### config.mk
export PLATFORM = sky130hd
export DESIGN_NAME = l1_data_ldst_queue
export DESIGN_NICKNAME = d
export VERILOG_FILES = /design/src/rtl/l1_data_ldst_queue.sv
export SDC_FILE = /design/constraint.sdc
export NUM_CORES = 1
export LEC_CHECK = 0
export BUFFER_PORTS_ARGS = -buffer_cell sky130_fd_sc_hd__buf_4
export CORE_MARGIN = 10
export CORE_UTILIZATION = 45
export DETAILED_ROUTE_END_ITERATION = 10
export GPL_TIMING_DRIVEN = 1
export PLACE_DENSITY = 0.66
export SLEW_MARGIN = 20
export SYNTH_ARGS = -nofsm -noshare
export SYNTH_HDL_FRONTEND = slang
export SYNTH_SLANG_ARGS = --single-unit
### constraint.sdc
create_clock -name iCLOCK -period 11.3 [get_ports iCLOCK]
set_clock_uncertainty 0.05 [all_clocks]
set_input_delay 0 -clock iCLOCK [delete_from_list [all_inputs] [get_ports iCLOCK]]
set_output_delay 0 -clock iCLOCK [all_outputs]
set_load 0.02 [all_outputs]
### src/rtl/l1_data_ldst_queue.sv
// -----------------------------------------------------------------------------
// l1_data_ldst_queue
//
// Purpose: buffers load/store requests from the execute stage in a small FIFO
// and issues them one at a time to the L1 data cache. Each request gets exactly
// one registered completion pulse back to the execute stage, unless a flush
// (iREMOVE) or reset removes it first. Misaligned heads never reach the cache.
// They are popped and completed with an alignment fault.
//
// Ports:
//   iCLOCK, inRESET      clock (rising edge), asynchronous active-low reset
//   iREMOVE              one-cycle flush of the queue and any pending response
//   iEXE_*  / oEXE_BUSY  request push side (accepted on iEXE_REQ && !oEXE_BUSY)
//   oEXE_VALID ...       one-cycle completion: fault bits, MMU flags, load data
//   oLDST_* / iLDST_BUSY request to the cache, head entry of the queue
//   iLDST_VALID ...      cache completion (page fault, flags, read word)
//
// Handshakes: a push happens on the clock edge where iEXE_REQ=1 and
// oEXE_BUSY=0. A cache request transfers on the edge where oLDST_REQ=1 and
// iLDST_BUSY=0, and the head entry is popped on that same edge. oLDST_REQ does
// not depend on iLDST_BUSY. The cache answers with a single iLDST_VALID cycle,
// and only one cache request is ever outstanding.
// -----------------------------------------------------------------------------
module l1_data_ldst_queue #(
  parameter int P_DEPTH = 4
) (
  input  logic        iCLOCK,
  input  logic        inRESET,
  input  logic        iREMOVE,
  input  logic        iEXE_REQ,
  output logic        oEXE_BUSY,
  input  logic [1:0]  iEXE_ORDER,
  input  logic        iEXE_RW,
  input  logic [65:0] iEXE_CTX,
  input  logic [31:0] iEXE_ADDR,
  input  logic [31:0] iEXE_DATA,
  output logic        oEXE_VALID,
  output logic        oEXE_PAGEFAULT,
  output logic        oEXE_ALIGN_FAULT,
  output logic [13:0] oEXE_MMU_FLAGS,
  output logic [31:0] oEXE_DATA,
  output logic        oLDST_REQ,
  input  logic        iLDST_BUSY,
  output logic [1:0]  oLDST_ORDER,
  output logic [3:0]  oLDST_MASK,
  output logic        oLDST_RW,
  output logic [65:0] oLDST_CTX,
  output logic [31:0] oLDST_ADDR,
  output logic [31:0] oLDST_DATA,
  input  logic        iLDST_VALID,
  input  logic        iLDST_PAGEFAULT,
  input  logic [13:0] iLDST_MMU_FLAGS,
  input  logic [31:0] iLDST_DATA
);

  localparam int PW = (P_DEPTH > 1) ? $clog2(P_DEPTH) : 1;
  localparam int CW = PW + 1;
  localparam logic [CW-1:0] FULL_COUNT = CW'(P_DEPTH);

  typedef enum logic [1:0] {
    ST_IDLE  = 2'd0,
    ST_ISSUE = 2'd1,
    ST_WAIT  = 2'd2
  } state_t;

  typedef struct packed {
    logic [1:0]  order;
    logic        rw;
    logic [65:0] ctx;
    logic [31:0] addr;
    logic [31:0] data;
  } entry_t;

  state_t        state, state_nx;
  entry_t        q_mem [P_DEPTH];
  entry_t        head;
  logic [PW-1:0] wr_ptr, rd_ptr;
  logic [CW-1:0] count;

  logic          push, pop, ldst_req, align_fault_nx, cpl_fire;
  logic          head_misaligned;
  logic [3:0]    head_mask;
  logic [31:0]   head_wdata;
  logic [31:0]   load_data;

  // Attributes of the entry currently outstanding at the cache; the response
  // word is sliced with these after the entry has already left the queue.
  logic [1:0]    iss_order;
  logic [1:0]    iss_lo;
  logic          iss_rw;
  // Set when a flush hits while a cache response is still owed, so that
  // response is swallowed instead of completing a flushed request.
  logic          discard;

  assign head      = q_mem[rd_ptr];
  assign oEXE_BUSY = (count == FULL_COUNT);
  // A flush in the push cycle drops the push as well.
  assign push      = iEXE_REQ && !oEXE_BUSY && !iREMOVE;

  assign head_misaligned = ((head.order == 2'd1) && head.addr[0]) ||
                           (head.order[1] && (head.addr[1:0] != 2'b00));

  always_comb begin
    case (head.order)
      2'd0:    head_mask = 4'b0001 << head.addr[1:0];
      2'd1:    head_mask = head.addr[1] ? 4'b1100 : 4'b0011;
      default: head_mask = 4'b1111;
    endcase
  end

  always_comb begin
    case (head.order)
      2'd0:    head_wdata = {4{head.data[7:0]}};
      2'd1:    head_wdata = {2{head.data[15:0]}};
      default: head_wdata = head.data;
    endcase
  end

  // ---------------------------------------------------------------------------
  // Issue FSM: next state and per-cycle controls
  // ---------------------------------------------------------------------------
  always_comb begin
    state_nx       = state;
    pop            = 1'b0;
    ldst_req       = 1'b0;
    align_fault_nx = 1'b0;
    case (state)
      ST_IDLE: begin
        if ((count != '0) && !iREMOVE) state_nx = ST_ISSUE;
      end
      ST_ISSUE: begin
        if (iREMOVE) begin
          state_nx = ST_IDLE;
        end else if (head_misaligned) begin
          pop            = 1'b1;
          align_fault_nx = 1'b1;
          state_nx       = ST_IDLE;
        end else begin
          ldst_req = 1'b1;
          if (!iLDST_BUSY) begin
            pop      = 1'b1;
            state_nx = ST_WAIT;
          end
        end
      end
      ST_WAIT: begin
        if (iLDST_VALID) state_nx = ST_IDLE;
      end
      default: state_nx = ST_IDLE;
    endcase
  end

  assign cpl_fire = (state == ST_WAIT) && iLDST_VALID && !discard && !iREMOVE;

  always_ff @(posedge iCLOCK or negedge inRESET) begin
    if (!inRESET) state <= ST_IDLE;
    else          state <= state_nx;
  end

  // ---------------------------------------------------------------------------
  // Queue storage and pointers
  // ---------------------------------------------------------------------------
  always_ff @(posedge iCLOCK) begin
    if (push) q_mem[wr_ptr] <= '{order: iEXE_ORDER, rw: iEXE_RW, ctx: iEXE_CTX,
                                 addr: iEXE_ADDR, data: iEXE_DATA};
  end

  // Pointers wrap naturally because P_DEPTH is a power of two.
  always_ff @(posedge iCLOCK or negedge inRESET) begin
    if (!inRESET) begin
      wr_ptr <= '0;
      rd_ptr <= '0;
      count  <= '0;
    end else if (iREMOVE) begin
      wr_ptr <= '0;
      rd_ptr <= '0;
      count  <= '0;
    end else begin
      if (push) wr_ptr <= wr_ptr + 1'b1;
      if (pop)  rd_ptr <= rd_ptr + 1'b1;
      count <= count + CW'(push) - CW'(pop);
    end
  end

  // ---------------------------------------------------------------------------
  // Outstanding-request bookkeeping
  // ---------------------------------------------------------------------------
  always_ff @(posedge iCLOCK or negedge inRESET) begin
    if (!inRESET) begin
      iss_order <= 2'd0;
      iss_lo    <= 2'd0;
      iss_rw    <= 1'b0;
      discard   <= 1'b0;
    end else begin
      if (ldst_req && !iLDST_BUSY) begin
        iss_order <= head.order;
        iss_lo    <= head.addr[1:0];
        iss_rw    <= head.rw;
      end
      if (state == ST_WAIT) discard <= iLDST_VALID ? 1'b0 : (discard | iREMOVE);
      else                  discard <= 1'b0;
    end
  end

  always_comb begin
    load_data = 32'h0;
    if (iss_rw) begin
      case (iss_order)
        2'd0: begin
          case (iss_lo)
            2'd0:    load_data = {24'h0, iLDST_DATA[7:0]};
            2'd1:    load_data = {24'h0, iLDST_DATA[15:8]};
            2'd2:    load_data = {24'h0, iLDST_DATA[23:16]};
            default: load_data = {24'h0, iLDST_DATA[31:24]};
          endcase
        end
        2'd1:    load_data = iss_lo[1] ? {16'h0, iLDST_DATA[31:16]} : {16'h0, iLDST_DATA[15:0]};
        default: load_data = iLDST_DATA;
      endcase
    end
  end

  // ---------------------------------------------------------------------------
  // Registered completion towards the execute stage
  // ---------------------------------------------------------------------------
  always_ff @(posedge iCLOCK or negedge inRESET) begin
    if (!inRESET) begin
      oEXE_VALID       <= 1'b0;
      oEXE_PAGEFAULT   <= 1'b0;
      oEXE_ALIGN_FAULT <= 1'b0;
      oEXE_MMU_FLAGS   <= 14'h0;
      oEXE_DATA        <= 32'h0;
    end else begin
      oEXE_VALID       <= cpl_fire | align_fault_nx;
      oEXE_PAGEFAULT   <= cpl_fire & iLDST_PAGEFAULT;
      oEXE_ALIGN_FAULT <= align_fault_nx;
      oEXE_MMU_FLAGS   <= cpl_fire ? iLDST_MMU_FLAGS : 14'h0;
      oEXE_DATA        <= cpl_fire ? load_data : 32'h0;
    end
  end

  // Cache-side fields are zero unless a request is presented, which also
  // keeps them zero while reset holds the queue empty.
  always_comb begin
    oLDST_REQ   = ldst_req;
    oLDST_ORDER = 2'd0;
    oLDST_MASK  = 4'h0;
    oLDST_RW    = 1'b0;
    oLDST_CTX   = 66'h0;
    oLDST_ADDR  = 32'h0;
    oLDST_DATA  = 32'h0;
    if (ldst_req) begin
      oLDST_ORDER = head.order;
      oLDST_MASK  = head_mask;
      oLDST_RW    = head.rw;
      oLDST_CTX   = head.ctx;
      oLDST_ADDR  = head.addr;
      oLDST_DATA  = head_wdata;
    end
  end

endmodule
# After elaboration in Yosys (flattened, before gate mapping)
# Memory sizes are Yosys's and may differ from the RTL's.
# Cells that the tools add are included.
# totals
reg_bits	64
latch_bits	0
mem_bits_rw	532
mem_bits_ro	0
inputBits	186
out_inout_bits	188
word_cells	95
n_memories	1
# mem_list
memory	words	width	read_ports	rd_ports_with_merged_regs	wr	line_no	rtl
q_mem	4	133	1	0	1	75	entry_t q_mem [P_DEPTH];
# op_classes
n_addsub	4
mul	0
div	0
magnitude_cmp	0
eq_ne	10
shifts	1
n_mux	40
bitwise	3
reduce_logical	23
# op_table
cell	count
$mux 32	4
$pmux 32 s2	2
$mux 66	1
$pmux 8 s3	1
$mux 2	10
$mux 16	1
$mux 1	15
$mux 14	1
$logic_and 1x1->1	9
$eq 2x1->1 const B	4
$logic_not 2->1	4
$mux 4	2
$pmux 4 s2	1
$pmux 2 s3	1
$reduce_bool 2->1	3
$add 2x1->2 const B	2
$eq 2x2->1 const B	2
$logic_not 1->1	4
$ne 2x2->1 const B	2
$ne 4x4->1 const B	1
$shl 1x2->4 const A	1
$add 3x1->3	1
$eq 3x3->1 const B	1
$mux 3	1
6 further kinds	7

# Depth between registers and ports, before layout
# Gate-level depths: netlist of run 1.
# An unclocked memory read counts as a cell.
# logic_depth
word_depth	9
mapped_depth	11
depth_no_buf	11

# Least setup slack after synthesis of run 1
# OpenSTA, ideal clock, no wires.
# synth_timing
kind	register to register
from	register count[2]
to	memory q_mem[0][0] in the netlist's numbering (enable)
setup_ns	0.508
arrival_time_ns	4.084
required_ns	10.742
setup_slack_ns	6.658
stages_incl_launch_ff	5
path_buffers	0
path_cell_list	dfrtp_1 nor3b_1 nand2b_1 nor2_1 and2_1
# synth_between
elab_chain_len	6
# synth_rtl
element	line_no	rtl
start: declaration	78	logic [CW-1:0] count;
start signal: assignment	181	count <= count + CW'(push) - CW'(pop);
$eq 3x3->1	96	assign oEXE_BUSY = (count == FULL_COUNT);
net oEXE_BUSY	31	output logic oEXE_BUSY,
$logic_not 1->1	98	assign push = iEXE_REQ && !oEXE_BUSY && !iREMOVE;
$logic_and 1x1->1 (2 in series)	98	
$mux 1	164	if (push) q_mem[wr_ptr] <= '{order: iEXE_ORDER, rw: iEXE_RW, ctx: iEXE_CTX,
$mux 1 (not written as such)	164	
end: declaration	75	
# The timed path passes the listed nets, and every way through them passes these cells.

# Worst setup path after layout of run 1
# layout_timing
from	register rd_ptr[1]
to	output port oLDST_CTX[33]
# layout_between
elab_chain_len	8
elab_cells_between_ends	10
cone_classes	eq/ne (1); mux (4); reduce/logical (4); memory (1)
# layout_rtl
element	line_no	rtl
start: declaration	77	logic [PW-1:0] wr_ptr, rd_ptr;
start signal: assignment	180	if (pop) rd_ptr <= rd_ptr + 1'b1;
$mem_v2 4x133 (*)	n/a	
$eq 2x1->1 / $reduce_bool 2->1 (equally long branches)	100, 101	
$logic_and 1x1->1 (on tied branches)	100, 101	
$logic_or 1x1->1	100	assign head_misaligned = ((head.order == 2'd1) && head.addr[0]) ||
$mux 1	134	end else if (head_misaligned) begin
$mux 1	132	if (iREMOVE) begin
$mux 1	127	case (state)
$mux 66 (*)	252	if (ldst_req) begin
end: declaration	47	output logic [65:0] oLDST_CTX,
# Every way passes the cells marked *; elsewhere a longest branch is shown, timed or not.

==> results of run 1 <==
[what timing repair did]
item / CTS / global route
buffers inserted: 0 / 0
hold endpoints to repair: 679 / 0
hold buffers: 209 / 0
endpoints found under the setup margin: 0 / 0
[power breakdown]
part | total (mW) | internal [mW] | leakage (nW) | switching [mW]
Clock | 1.88 | 1.09 | 0.914 | 0.790
Combinational | 1.11 | 0.530 | 4.63 | 0.582
Sequential | 2.63 | 2.56 | 5.71 | 0.0727
Total | 5.62 | 4.18 | 11.3 | 1.45
[cell type report]
type | count | area [um2] | share of cell area
Antenna cell | 10 | 25.0 | 0.000814
Tap cell | 680 | 851 | 0.0277
Multi-Input combinational cell | 487 | 5340 | 0.174
Sequential cell | 596 | 17600 | 0.572
Clock inverter | 35 | 269 | 0.00875
Inverter | 13 | 48.8 | 0.00159
Timing Repair Buffer | 597 | 5020 | 0.163
Clock buffer | 77 | 1610 | 0.0523
[per-stage QoR]
stage | instance area, um2 | worst slack, ns | cells
2_1_floorplan | 23200 | 6.66 | 1162
3_3_place_gp | 26700 | 7.17 | 2164
4_1_cts | 30700 | 6.35 | 2485
6_report | 30700 | 6.44 | 2495
5_1_grt | 30700 | 6.06 | 2489
3_5_place_dp | 26700 | 7.05 | 2164
[state kept, by name, indices dropped and copies added, names as in the netlist]
name              flops
iss_order             2
rd_ptr                2
oEXE_DATA            32
q_mem               532
oEXE_MMU_FLAGS       14
wr_ptr                2
iss_rw                1
state                 2
count                 3
oEXE_ALIGN_FAULT      1
discard               1
oEXE_PAGEFAULT        1
oEXE_VALID            1
iss_lo                2
[metal layers]
metal | routed length [um] | up-vias | GRT usage
met5 | 26 | - | 0
met4 | 1280 | 4 | 0.0577
met3 | 4310 | 91 | 0.0469
met2 | 27700 | 438 | 0.296
met1 | 23000 | 6488 | 0.238
li1 | - | 5816 | -
[critical path, delay by kind of cell, from the launching register on]
kind / cells / cell delay, ns
buf+inv: 3 / 1.51
simple gates: 2 / 0.92
flops: 1 / 0.65
mux: 1 / 0.63
compound gates: 1 / 0.31
[final timing paths]
path / endpoint / cells after the start
setup / recovery: oLDST_CTX[33] / 7
hold / removal: q_mem[3][129]$_DFFE_PP_ / 2
setup reg to reg: state[0]$_DFFE_PN0P_ / 6
hold reg to reg: iss_rw$_DFFE_PN0P_ / 1
max in group asynchronous: rd_ptr[0]$_DFFE_PN0P_ / 4
min in group asynchronous: oEXE_MMU_FLAGS[6]$_DFF_PN0_ / 4
[cell families after synthesis]
kind of cell / after synthesis / synth area share
flops: 596 / 0.756
mux: 159 / 0.141
fa+ha+maj: 7 / 0.00409
compound gates: 68 / 0.0227
buf+inv: 79 / 0.0148
xor+xnor: 6 / 0.00226
simple gates: 247 / 0.0589
[placed cells by master, fill, tap and decap left out, types with 2 or more instances in the layout]
cell           instances
or2_2                  2
a22oi_1                8
and2_4                 4
dfrtp_4                2
dlygate4sd3_1        208
a211oi_2               8
edfxtp_1             532
mux4_2               134
clkinv_2               9
nor2_1                37
xnor2_1                4
mux2i_1               20
ha_1                   6
dfrtp_1               62
o221a_2                6
diode_2               10
clkbuf_16             62
mux2_2                 5
clkbuf_1              15
a31oi_1                2
bufinv_16              4
buf_4                388
nor3_1                 7
o31a_1                 5
nand2b_1               3
nand3_1                2
nand2_1               42
and3_1                32
clkinv_1              19
nor2b_1              109
xor2_1                 2
o21ai_0                2
a21oi_1               25
inv_1                 13
a22o_1                 7
==> metrics.yaml, run 1 <==
coreArea_um2: 51200
cp_max_fo: 73
wl_per_cell_um: 22.6
synth.ff_latch_count: 596
cts_max_path_buffers: 3
crit_chain: "buf_4 -> mux4_2 -> o21ai_4 -> nand3b_4 -> buf_4 -> nor2b_1 -> buf_4"
drt_iter0_markers: 728
ios: 374
area_delta_synth_final_pct: 32.3
finalSetupViolations: 0
fillerInstances: 3735
fin_nets: 1948
syn_nets: 1355
period_share: 0.430
crit_top_cell: "buf_4"
yosys.area.top_type_share: 0.688
num_vias: 12800
fmax_mhz: 206
critPathMaxStageDelay_ns: 0.72
synthArstFlopShare: 0.107
postSynthCellCount: 1162
slowest_stage: "buf_4"
grt_max_degree: 74
synth_most_common_cell: "edfxtp_1"
dieArea_um2: 61100
timing.hold.ws_ns: 0.0758
worst_ep_arrival_time_ns: 4.81
cp-start-kind: "flip-flop"
clkLatencyLatePin_ns: 0.61
start_util: 0.454
synth_area_leaders: "edfxtp_1 (69%), mux4_2 (13%), dfrtp_1 (6.9%)"
reg2reg_from: "rd_ptr[1]$_DFFE_PN0P_"
grt_usage: 0.182
powerDensity_nw_per_um2: 183
outcome: "finished clean"
clock_sinks: 596
maxSlewHeadroom: 0.310
vdd_drop_max_mv: 0.150
synth_edf_count: 532
final_antenna_net_count: 0
hp-start: "iEXE_CTX[65]"
maxCapViolations: 0
cts_buffers: 60
tightest_slew_ns: 1.03
period_minus_slack_ns: 4.86
io_buffer_count: 373
post-synth-top-area-cell: "edfxtp_1"
synthesis.area_um2: 23200
yosys_warnings: 0
clk_pin_slew_ns: 0.06
synth_cell_type_count: 44
synth_ff_type: "edfxtp_1"
tns_ns: 0
required_ns: 11.25
p_total_mw: 5.62
grt_antenna_before_repair: 11
grt_pass1_vias: 13800
finalMaxSlewViolations: 0
chipWidth_um: 247
grt-ovfl-total: 0
die_y_um: 247
crit_start: "rd_ptr[1]$_DFFE_PN0P_"
avgSynthCellArea_um2: 20.0
finish.utilization: 0.601
gp_congestion: 0.835
via_per_inst: 5.15
drt_first_pass_iters: 6
critPathKind: "reg -> out"
ys_seq_area_frac: 0.756
cts_root_buf: "clkbuf_16"
wl_um: 56400
num_rows: 83
end_kind: "primary output"
leakagePower_nw: 11.3
synth_common_cells: "edfxtp_1 (532), mux4_2 (134), nor2b_1 (110)"
ctsResizeCount: 0
r2r_slack_ns: 7.15
grt_pass1_wl_um: 84900
hold_path_class: "in -> reg"
htree_levels: 2
hold_viol_final: 0
tritoncts: "built"
drive_gt1_frac: 0.352
hpwl_um: 35400
rsz0062_at_grt: "no"
drc_errors: 0
Note: power is estimated with default switching activity, not from simulation.
==> inputs of run 2 (changes only) <==
ABC_AREA = 1   (was unset)
PLACE_DENSITY = 0.68   (was 0.66)
clock period = 4.2 ns   (was 11.3 ns; I/O delays follow)
==> metrics.yaml, run 2 <==
wl_per_cell_um: 20.2
p_total_mw: 17.1
worstSetupPathDepth: 10
grt_pass1_vias: 17300
grt_max_degree: 134
start_util: 0.456
grt_pass1_wl_um: 101000
synthesis.area_um2: 24100
grt_usage: 0.203
period_share: 0.930
post_cts_buffers: 0
chipWidth_um: 251
fin_nets: 2738
drt_first_pass_iters: 5
coreArea_um2: 52800
fmax_mhz: 256
critPathMaxStageDelay_ns: 0.78
synth_compound_area_frac: 0.0999
wl_um: 66300
cp_max_fo: 95
synth_top_family_by_area: "simple AND/OR/NAND/NOR gates"
slowest_stage: "buf_4"
finish.utilization: 0.597
final_common_cell: "edfxtp_1"
drt_iter0_markers: 1278
tightest_slew_ns: 1.02
end_kind: "primary output"
synth_common_cells: "edfxtp_1 (532), nor2_1 (488), o21ai_0 (234)"
rsz0062_at_grt: "no"
leakagePower_nw: 12.2
min_path_cells: 2
yosys.area.top_type_share: 0.664
synthXorXnorAreaFrac: 0.000728
synth_most_common_cell: "edfxtp_1"
powerDensity_nw_per_um2: 543
yosys_warnings: 0
htree_levels: 2
stdcell_area_um2: 31500
synth_cell_type_count: 37
via_per_inst: 5.19
clk_pin_slew_ns: 0.06
cp_num_buf_inv: 4
synthArstFlopShare: 0.107
synth.ff_latch_count: 596
largest_register_ffs: 532
syn_nets: 2185
avgSynthCellArea_um2: 12.1
area_delta_synth_final_pct: 31.0
critPathKind: "reg -> out"
post-place-ws_ns: 0.989
yosys-mux-area-fraction: 0
drive_gt1_frac: 0.222
num_vias: 17000
period_minus_slack_ns: 3.90
cts_max_path_buffers: 3
maxCapViolations: 0
crit_chain: "inv_6 -> buf_4 -> buf_4 -> nand2_1 -> nand2_1 -> a21oi_1 -> o21ai_0 -> nand2_1 -> nor2_1 -> buf_4"
final_antenna_net_count: 0
finalMaxSlewViolations: 0
synth_area_leaders: "edfxtp_1 (66%), nor2_1 (7.6%), dfrtp_1 (6.7%)"
die_y_um: 251
num_rows: 84
clkLatencyLatePin_ns: 0.63
tritoncts: "built"
tns_ns: 0
hold_path_class: "in -> reg"
outcome: "finished clean"
worst_ep_arrival_time_ns: 3.85
postSynthCellCount: 1992
vdd_drop_max_mv: 0.424
required_ns: 4.15
fin_cells: 3285
crit_family: "buffers and inverters"
timing.hold.ws_ns: 0.0655
grt-ovfl-total: 0
synth_ff_type: "edfxtp_1"
dieArea_um2: 63100
maxSlewHeadroom: 0.317
dp.cells: 2960
synthAdderAreaFrac: 0.00395
post-synth-top-area-cell: "edfxtp_1"
grt_antenna_before_repair: 10
hpwl_um: 39000
ctsResizeCount: 0
reg_top3: "q_mem: 532 flops, oEXE_DATA: 32 flops, oEXE_MMU_FLAGS: 14 flops"
dpl-instance-area_um2: 27400
drc_errors: 0
finalSetupViolations: 0
synth_edf_count: 532
clock_sinks: 596
cts_buffers: 61
ios: 374
rr_worst_depth: 15
cp-start-kind: "flip-flop"
io_buffer_count: 373
top_register: "q_mem"
ys_seq_area_frac: 0.731
gp_congestion: 0.852
cts_root_buf: "clkbuf_16"
synth-simple-area-share: 0.129
hold_viol_final: 0
timing.final.ws_setup_ns: 0.296
layout_common_cells: "edfxtp_1 (532), nor2_1 (484), buf_4 (388), o21ai_0 (234), nand2_1 (230)"
run 2: cell types whose count changed after synthesis, moves of 40 or more:
cell	before	now
mux4_2	134	0
nand2_1	42	230
a21oi_2	0	70
o21ai_0	2	234
nor2_1	37	488
a21oi_1	25	65
nor2b_1	110	0
inv_1	13	74
run 2: worst paths after layout:
check / slack (ns) / start / to
max in group asynchronous: 3.36 / inRESET / rd_ptr[1]$_DFFE_PN0P_
min in group asynchronous: 0.47 / inRESET / oEXE_DATA[18]$_DFF_PN0_
worst max-delay path: 0.30 / rd_ptr[0]$_DFFE_PN0P_ / oLDST_DATA[21]
worst min-delay path: 0.07 / iEXE_ADDR[8] / q_mem[1][40]$_DFFE_PP_
worst min register to register: 0.43 / iss_lo[0]$_DFFE_PN0P_ / iss_lo[0]$_DFFE_PN0P_
worst max register to register: 0.99 / rd_ptr[1]$_DFFE_PN0P_ / count[2]$_DFF_PN0_
run 2: routing by layer:
metal / vias to the layer above / wire length (um) / share of wire / GRT usage
met4: 8 / 1220 / 0.018 / 0.0557
met1: 8279 / 26800 / 0.40 / 0.254
met5: - / 52 / 0.00078 / 0
met2: 634 / 33000 / 0.50 / 0.349
li1: 8034 / - / - / -
met3: 84 / 5250 / 0.079 / 0.0484
run 2: final cells by class:
class                      count  area (um2)
inverter                      79         304
clock inverter                37         345
fill                        4079       21300
multi-input combinational   1203        5650
antenna                        6        15.0
tap                          688         861
timing repair buffer         604        5150
sequential                   596       17600
clock buffer                  72        1590
run 2: timing repair:
item                                    CTS  global route
hold buffers                            210             0
endpoints found under the setup margin    0             0
endpoints found under the hold margin   659             0
run 2: logic make-up (layout without fill, tap and decap cells):
family | count (synthesis) | after routing
AO/OA/AOI/OAI | 409 | 409
XOR/XNOR | 2 | 2
AND/OR/NAND/NOR | 785 | 785
flip-flops | 596 | 596
adder cells (fa/ha/maj) | 7 | 7
buffers and inverters | 193 | 792
other | 0 | 6
run 2: report_power, final:
group | leakage (nW) | switching (mW) | internal [mW]
logic | 5.58 | 3.36 | 1.55
clock network | 0.941 | 2.23 | 3.00
registers | 5.70 | 0.158 | 6.81
==> inputs of run 3 (changes only) <==
CORE_ASPECT_RATIO = 0.75   (was unset)
clock period = 3.5 ns   (was 4.2 ns; I/O delays follow)
==> metrics.yaml, run 3 (synthesis gave the netlist of run 2 again) <==
wl_um: 65000
period_minus_slack_ns: 3.22
top_register: "q_mem"
via_per_inst: 5.20
maxCapViolations: 0
num_rows: 73
finish.utilization: 0.592
cts_max_path_buffers: 3
required_ns: 3.45
clock_sinks: 596
fmax_mhz: 310
multi_input_area_um2: 5650
coreArea_um2: 53000
slowest_stage: "buf_6"
htree_levels: 2
fin_nets: 2721
die_y_um: 220
hold_path_class: "in -> reg"
ios: 374
vdd_drop_max_mv: 0.482
outcome: "finished clean"
critPathMaxStageDelay_ns: 0.54
grt_max_degree: 94
dieArea_um2: 63200
final_common_cell: "edfxtp_1"
crit_chain: "inv_6 -> buf_4 -> buf_6 -> nand2_1 -> nand2_1 -> a21oi_1 -> o21ai_0 -> inv_1 -> nor2_1 -> buf_4"
clk_pin_slew_ns: 0.07
grt_pass1_vias: 17400
layout_common_cells: "edfxtp_1 (532), nor2_1 (484), buf_4 (391), o21ai_0 (234), nand2_1 (229)"
cp-start-kind: "flip-flop"
leakagePower_nw: 12.1
start_util: 0.454
maxSlewHeadroom: 0.301
finalMaxSlewViolations: 0
drive_gt1_frac: 0.226
largest_register_ffs: 532
end_kind: "primary output"
final_antenna_net_count: 0
final-seq-area_um2: 17600
drc_errors: 0
tightest_slew_ns: 1.05
powerDensity_nw_per_um2: 653
worst_ep_arrival_time_ns: 3.17
cts_buffers: 56
finalSetupViolations: 0
chipWidth_um: 287
io_buffer_count: 373
area_delta_synth_final_pct: 30.3
clkLatencyLatePin_ns: 0.59
p_total_mw: 20.5
num_vias: 17100
grt_antenna_before_repair: 5
stdcell_area_um2: 31300
reg_top3: "q_mem: 532 flops, oEXE_DATA: 32 flops, oEXE_MMU_FLAGS: 14 flops"
gp_congestion: 0.837
grt_usage: 0.201
dpl-instance-area_um2: 27600
grt_pass1_wl_um: 99800
cts_root_buf: "clkbuf_16"
hpwl_um: 39000
drt_first_pass_iters: 5
tritoncts: "built"
critPathKind: "reg -> out"
cp_max_fo: 77
post_cts_buffers: 0
period_share: 0.921
grt-ovfl-total: 0
fillerInstances: 4098
drt_iter0_markers: 1351
rsz0062_at_grt: "no"
hold_viol_final: 0
timing.hold.ws_ns: 0.0890
wl_per_cell_um: 19.8
## run 3: path summary, 6_finish.rpt
kind | from | endpoint | slack [ns] | cells after the start
setup reg to reg | rd_ptr[0]$_DFFE_PN0P_ | count[2]$_DFF_PN0_ | 0.64 | 16
hold / removal | iEXE_ADDR[30] | q_mem[3][62]$_DFFE_PP_ | 0.09 | 2
hold reg to reg | iss_lo[0]$_DFFE_PN0P_ | iss_lo[0]$_DFFE_PN0P_ | 0.43 | 2
setup / recovery | rd_ptr[0]$_DFFE_PN0P_ | oLDST_DATA[23] | 0.28 | 10
max in group asynchronous | inRESET | rd_ptr[1]$_DFFE_PN0P_ | 2.01 | 4
min in group asynchronous | inRESET | oEXE_DATA[11]$_DFF_PN0_ | 0.44 | 3
## run 3: power by group
group / internal [mW] / leakage [nW] / switching, mW / total [mW]
Clock: 3.59 / 0.907 / 2.56 / 6.15
Combinational: 1.89 / 5.52 / 4.10 / 5.99
Sequential: 8.17 / 5.70 / 0.170 / 8.34
## run 3: per-stage QoR
step,TNS (ns),setup WS [ns],instances
2_1_floorplan,-748.83,-1.41,1992
3_3_place_gp,0,0.706,2994
3_5_place_dp,0,0.632,2994
4_1_cts,0,0.0669,3280
5_1_grt,0,0.0398,3285
6_report,0,0.278,3286
## run 3: repair_timing
item                                    4_1_cts  5_1_grt
endpoints found under the hold margin       659        0
hold buffers                                188        0
gates resized for setup                       1        2
endpoints found under the setup margin        1        8
gates cloned                                  0        0
## run 3: routing by layer
metal  global-route usage  routed length (um)  share of wire
met5                    0                   0              0
met3               0.0404                4480          0.069
met4               0.0606                1560          0.024
met2                0.342               32300           0.50
met1                0.257               26700           0.41
## run 3: final cells by class
class                      instances  area share
sequential                       596       0.561
multi-input combinational       1203       0.180
timing repair buffer             592       0.161
clock buffer                      76      0.0491
tap                              712      0.0284
clock inverter                    22     0.00982
inverter                          79     0.00970
antenna                            6    0.000479
## run 3: worst max-delay path, delay by kind of cell (launching register included)
kind,cells,cell delay (ns)
buf+inv,5,1.38
flops,1,0.50
simple gates,3,0.33
compound gates,2,0.29
